<file path="config.mk">
export PLATFORM = sky130hd
export DESIGN_NAME = spi_register_file
export DESIGN_NICKNAME = d
export VERILOG_FILES = /design/src/rtl/spi_register_file.sv
export SDC_FILE = /design/constraint.sdc
export NUM_CORES = 1
export LEC_CHECK = 0
export ABC_AREA = 0
export CAP_MARGIN = 20
export CORE_AREA = 2 2 122 124
export CTS_CLUSTER_SIZE = 20
export DETAILED_ROUTE_END_ITERATION = 10
export DIE_AREA = 0 0 124 126
export GPL_TIMING_DRIVEN = 0
export PLACE_DENSITY = 0.86
export SYNTH_ARGS = -nofsm -noshare
export SYNTH_HDL_FRONTEND = slang
export SYNTH_SLANG_ARGS = --single-unit
</file>
<file path="constraint.sdc">
create_clock -name system_clk -period 4 [get_ports system_clk]
set_input_delay 1 -clock system_clk [delete_from_list [all_inputs] [get_ports system_clk]]
set_output_delay 1 -clock system_clk [all_outputs]
set_load 0.01 [all_outputs]
</file>
<file path="src/rtl/spi_register_file.sv">
// Register bank fed by an SPI slave word stream: one command word per frame, then
// auto-incrementing writes or reads. All registers are exported on a flat bus.
module spi_register_file #(
   parameter int unsigned WIDTH     = 8,
   parameter int unsigned ADDR_BITS = 4
) (
   input  logic                            system_clk,
   input  logic                            system_rst_n,
   input  logic                            cs_start,
   input  logic                            cs_stop,
   input  logic                            value_valid,
   input  logic [WIDTH-1:0]                value_mosi,
   output logic [WIDTH-1:0]                value_miso,
   output logic [WIDTH*(2**ADDR_BITS)-1:0] regs_flat,
   output logic                            reg_write,
   output logic [ADDR_BITS-1:0]            reg_write_addr
);

   localparam int unsigned NUM_REGS = 2**ADDR_BITS;

   typedef enum logic [1:0] {StIdle, StCmd, StWrite, StRead} state_e;

   state_e               state_q;
   logic [ADDR_BITS-1:0] addr_q;
   logic [WIDTH-1:0]     value_miso_q;
   logic                 reg_write_q;
   logic [ADDR_BITS-1:0] reg_write_addr_q;
   logic [WIDTH-1:0]     regs_q [NUM_REGS];

   logic [ADDR_BITS-1:0] cmd_addr;
   assign cmd_addr = value_mosi[ADDR_BITS-1:0];

   always_ff @(posedge system_clk or negedge system_rst_n) begin
      if (!system_rst_n) begin
         state_q          <= StIdle;
         addr_q           <= '0;
         value_miso_q     <= '0;
         reg_write_q      <= 1'b0;
         reg_write_addr_q <= '0;
         for (int unsigned i = 0; i < NUM_REGS; i++) begin
            regs_q[i] <= '0;
         end
      end else begin
         reg_write_q <= 1'b0;
         if (cs_start) begin
            // A start always (re)opens a frame; any word in the same cycle is dropped.
            state_q      <= StCmd;
            value_miso_q <= '0;
         end else begin
            if (value_valid) begin
               unique case (state_q)
                  StCmd: begin
                     if (value_mosi[WIDTH-1]) begin
                        state_q <= StWrite;
                        addr_q  <= cmd_addr;
                     end else begin
                        state_q      <= StRead;
                        value_miso_q <= regs_q[cmd_addr];
                        addr_q       <= cmd_addr + 1'b1;
                     end
                  end
                  StWrite: begin
                     regs_q[addr_q]   <= value_mosi;
                     reg_write_q      <= 1'b1;
                     reg_write_addr_q <= addr_q;
                     addr_q           <= addr_q + 1'b1;
                  end
                  StRead: begin
                     value_miso_q <= regs_q[addr_q];
                     addr_q       <= addr_q + 1'b1;
                  end
                  default: ;
               endcase
            end
            // Stop overrides the state update, so a word arriving with it still lands.
            if (cs_stop) begin
               state_q <= StIdle;
            end
         end
      end
   end

   for (genvar i = 0; i < NUM_REGS; i++) begin : g_flat
      assign regs_flat[i*WIDTH +: WIDTH] = regs_q[i];
   end

   assign value_miso     = value_miso_q;
   assign reg_write      = reg_write_q;
   assign reg_write_addr = reg_write_addr_q;

endmodule

</file>
==> impl_metrics.tcl <==
set metrics [dict create \
    use_met1_pct 45.6 \
    use_met2_pct 52.1 \
    status "complete, no violations" \
    path_class "input pin to flop" \
    pwr-share-comb_pct 17.8 \
    synth_top_family_by_area "multiplexers" \
    drc 0 \
    cts_resized 0 \
    drv_slew 0 \
    utilization_pct 72.4 \
    p_total_w 0.00402 \
    fin_crit_ns 3.23 \
    clock.fmax_ghz 0.310 \
    nets 759 \
    swShare_pct 27.1 \
    cts_hold_buf 0 \
    power_frac_clock_pct 41.9 \
    vdd_drop_max_mv 0.300 \
    routed_wl_um 25200 \
    final_common_cell "clkdlybuf4s50_1" \
    synth_adder_area_share_pct 0.783 \
    place_area_um2 9750 \
    netlist_instances 571 \
    via_per_inst 6.66 \
    hold_violations 0 \
    cts_tree "built" \
    crit_start "value_mosi[1]" \
    ys.flop_type "dfrtp_1" \
    drive_gt1_share_pct 30.3 \
    fin_area_um2 10400 \
    seqPwrFrac_pct 40.3 \
    powerDensity_nw_per_um2 388 \
    hold_ws_ns 0.480 \
    top_usage_layer "met2" \
    critPathLaunchType "input pin" \
    grt_pass1_vias 6557 \
    yosys_warnings 0 \
    cp_max_fo 10 \
    synth_cell_types 49 \
    synthArstFlopShare_pct 100 \
    die_x_um 124 \
    htree_levels 4 \
    root_buffer "clkbuf_16" \
    clockBufferDepth 2 \
    reg2reg_from "addr_q[0]" \
    boundaryPins 154 \
    insertion_delay_ns 0.43 \
    period_share_pct 80.6 \
    cts_setup_buffers 0 \
    critPathArrivalTime_ns 3.55 \
    ys_seq_area_share_pct 46.1 \
    synth_edf_count 0 \
    post_drt_wl_per_cell_um 26.9 \
    start_util_pct 55.8 \
    cellInternalPower_w 0.00293 \
    final_cell_mix "clkdlybuf4s50_1, dfrtp_1, mux2_2, mux2i_1, mux4_2" \
    drt.antenna.violating_nets 0 \
    hold_class "input pin to async pin" \
    place.gp.congestion 0.971 \
    postSynthAreaPerCell_um2 14.0 \
    syn_nets 589 \
    met3_usage_pct 6.48 \
    setup_tns_ns 0 \
    portBuffers 150 \
    grt_first_pass_wirelength_um 38400 \
    area_growth_pct 29.8 \
    overflow 0 \
    synthMuxAreaShare_pct 38.4 \
    worstPathRequired_ns 4.32 \
    initialDrtViolationCount 728 \
    coreArea_um2 14300 \
    grt_use_total_pct 33.9 \
    synth_compound_gate_area_share_pct 5.53 \
    hpwl_um 17900 \
    rows 44 \
    antenna_found_initial 0 \
    cap_violations 0 \
    rr_worst_depth 8 \
    mappedNetlistArea_um2 7990 \
    setup_viol 0 \
    skew_ns 0.00406 \
    relSlewSlack_pct 28.3 \
    worstMarginPinSlew_ns 1.07 \
    rsz0062_at_grt "false" \
    cts_buffers 17 \
    cp-end-kind "flop" \
    synth_seq_cells 147 \
    vias 6241 \
    die-area_um2 15600 \
    leakage_nw 4.75 \
    die_height_um 126 \
    first_pass_iters 5 \
    switching_power_w 0.00109 \
    synth_xor_area_share_pct 0.329 \
    cts.clk_slew.worst_paths_ns 0.06 \
    cts.sinks 147 \
    diodes 0 \
    synth_simple_gate_area_share_pct 5.50 \
    grt_max_degree 105 \
]
cell families after synthesis:
| group | after synthesis |
|---|---|
| buffers and inverters | 52 |
| AO/OA/AOI/OAI | 55 |
| adder cells (fa/ha/maj) | 5 |
| flip-flops | 147 |
| AND/OR/NAND/NOR | 85 |
| multiplexers | 224 |
| XOR/XNOR | 3 |
through the flow:
step / std cells / worst slack [ns]
after CTS: 937 / 0.845
after global routing: 937 / 0.706
after floorplan: 571 / 1.45
final: 937 / 0.774
after global placement: 905 / -3.58
after detailed placement: 906 / 0.403
final timing paths:
check	endpoint	slack, ns
min in group system_clk	value_miso[3]	0.51
setup / recovery	value_miso[5]	0.77
hold reg to reg	value_miso[3]	0.51
max in group asynchronous	regs_flat[99]	2.66
hold / removal	regs_flat[98]	0.48
setup reg to reg	regs_flat[33]	1.21
critical path, cell delays in order:
cell             delay, ns
clkdlybuf4s50_1       0.51
buf_2                 0.32
buf_2                 0.41
clkbuf_1              0.51
mux2i_1               0.37
o211ai_1              0.12
a32o_1                0.28
state kept, by name, indices dropped and copies added (netlist names):
| register | count |
|---|---|
| regs_flat | 128 |
| value_miso | 8 |
| addr_q | 4 |
| reg_write_addr | 4 |
| state_q | 2 |
| reg_write | 1 |
routing by layer:
metal,vias up,wire length [um],share of wire [%]
li1,2537,-,-
met1,3206,9930,39
met2,404,12100,48
met3,94,1980,7.9
met4,0,1240,4.9
met5,-,0,0
synth_stat cells (2+ instances only):
cell type / count / area, um^2
buf_6: 2 / 22.5
a2111oi_2: 2 / 30.0
nand2b_1: 4 / 25.0
nor3_1: 7 / 35.0
o22a_1: 3 / 26.3
a221o_1: 2 / 20.0
xnor2_1: 2 / 17.5
nor2b_1: 6 / 37.5
nand2_2: 12 / 75.1
dfrtp_1: 147 / 3680
nand3_1: 5 / 25.0
buf_4: 3 / 22.5
a21oi_1: 7 / 35.0
mux4_2: 32 / 721
a22oi_1: 10 / 75.1
mux2i_1: 42 / 420
ha_1: 5 / 62.6
o21ai_0: 2 / 10.0
o21ai_1: 3 / 15.0
mux2_2: 122 / 1370
clkbuf_1: 23 / 86.3
buf_2: 16 / 80.1
o221ai_1: 10 / 87.6
nand2_1: 26 / 97.6
inv_1: 3 / 11.3
mux2_1: 12 / 135
buf_1: 2 / 7.51
nor2_1: 13 / 48.8
and2_1: 5 / 31.3
o211ai_1: 2 / 15.0
mux4_1: 16 / 420
a32o_1: 8 / 80.1
layout make-up:
cell class	count	area [um^2]
Multi-Input combinational cell	372	4040
Fill cell	935	3950
Inverter	4	15.0
Sequential cell	147	3680
Clock buffer	22	494
Buffer	48	254
Timing Repair Buffer	151	1530
Tap cell	184	230
Clock inverter	9	126
power groups by stage:
stage / clock, W / sequential (W) / combinational (W)
after global routing: 0.00174 / 0.00163 / 0.000756
final: 0.00169 / 0.00162 / 0.000716
after global placement: 0 / 0.00164 / 0.000682
after detailed placement: 0 / 0.00164 / 0.000702
after CTS: 0.00168 / 0.00162 / 0.000708
after floorplan: 0 / 0.00165 / 0.000392
No activity file was read; power rests on OpenSTA's default activity.
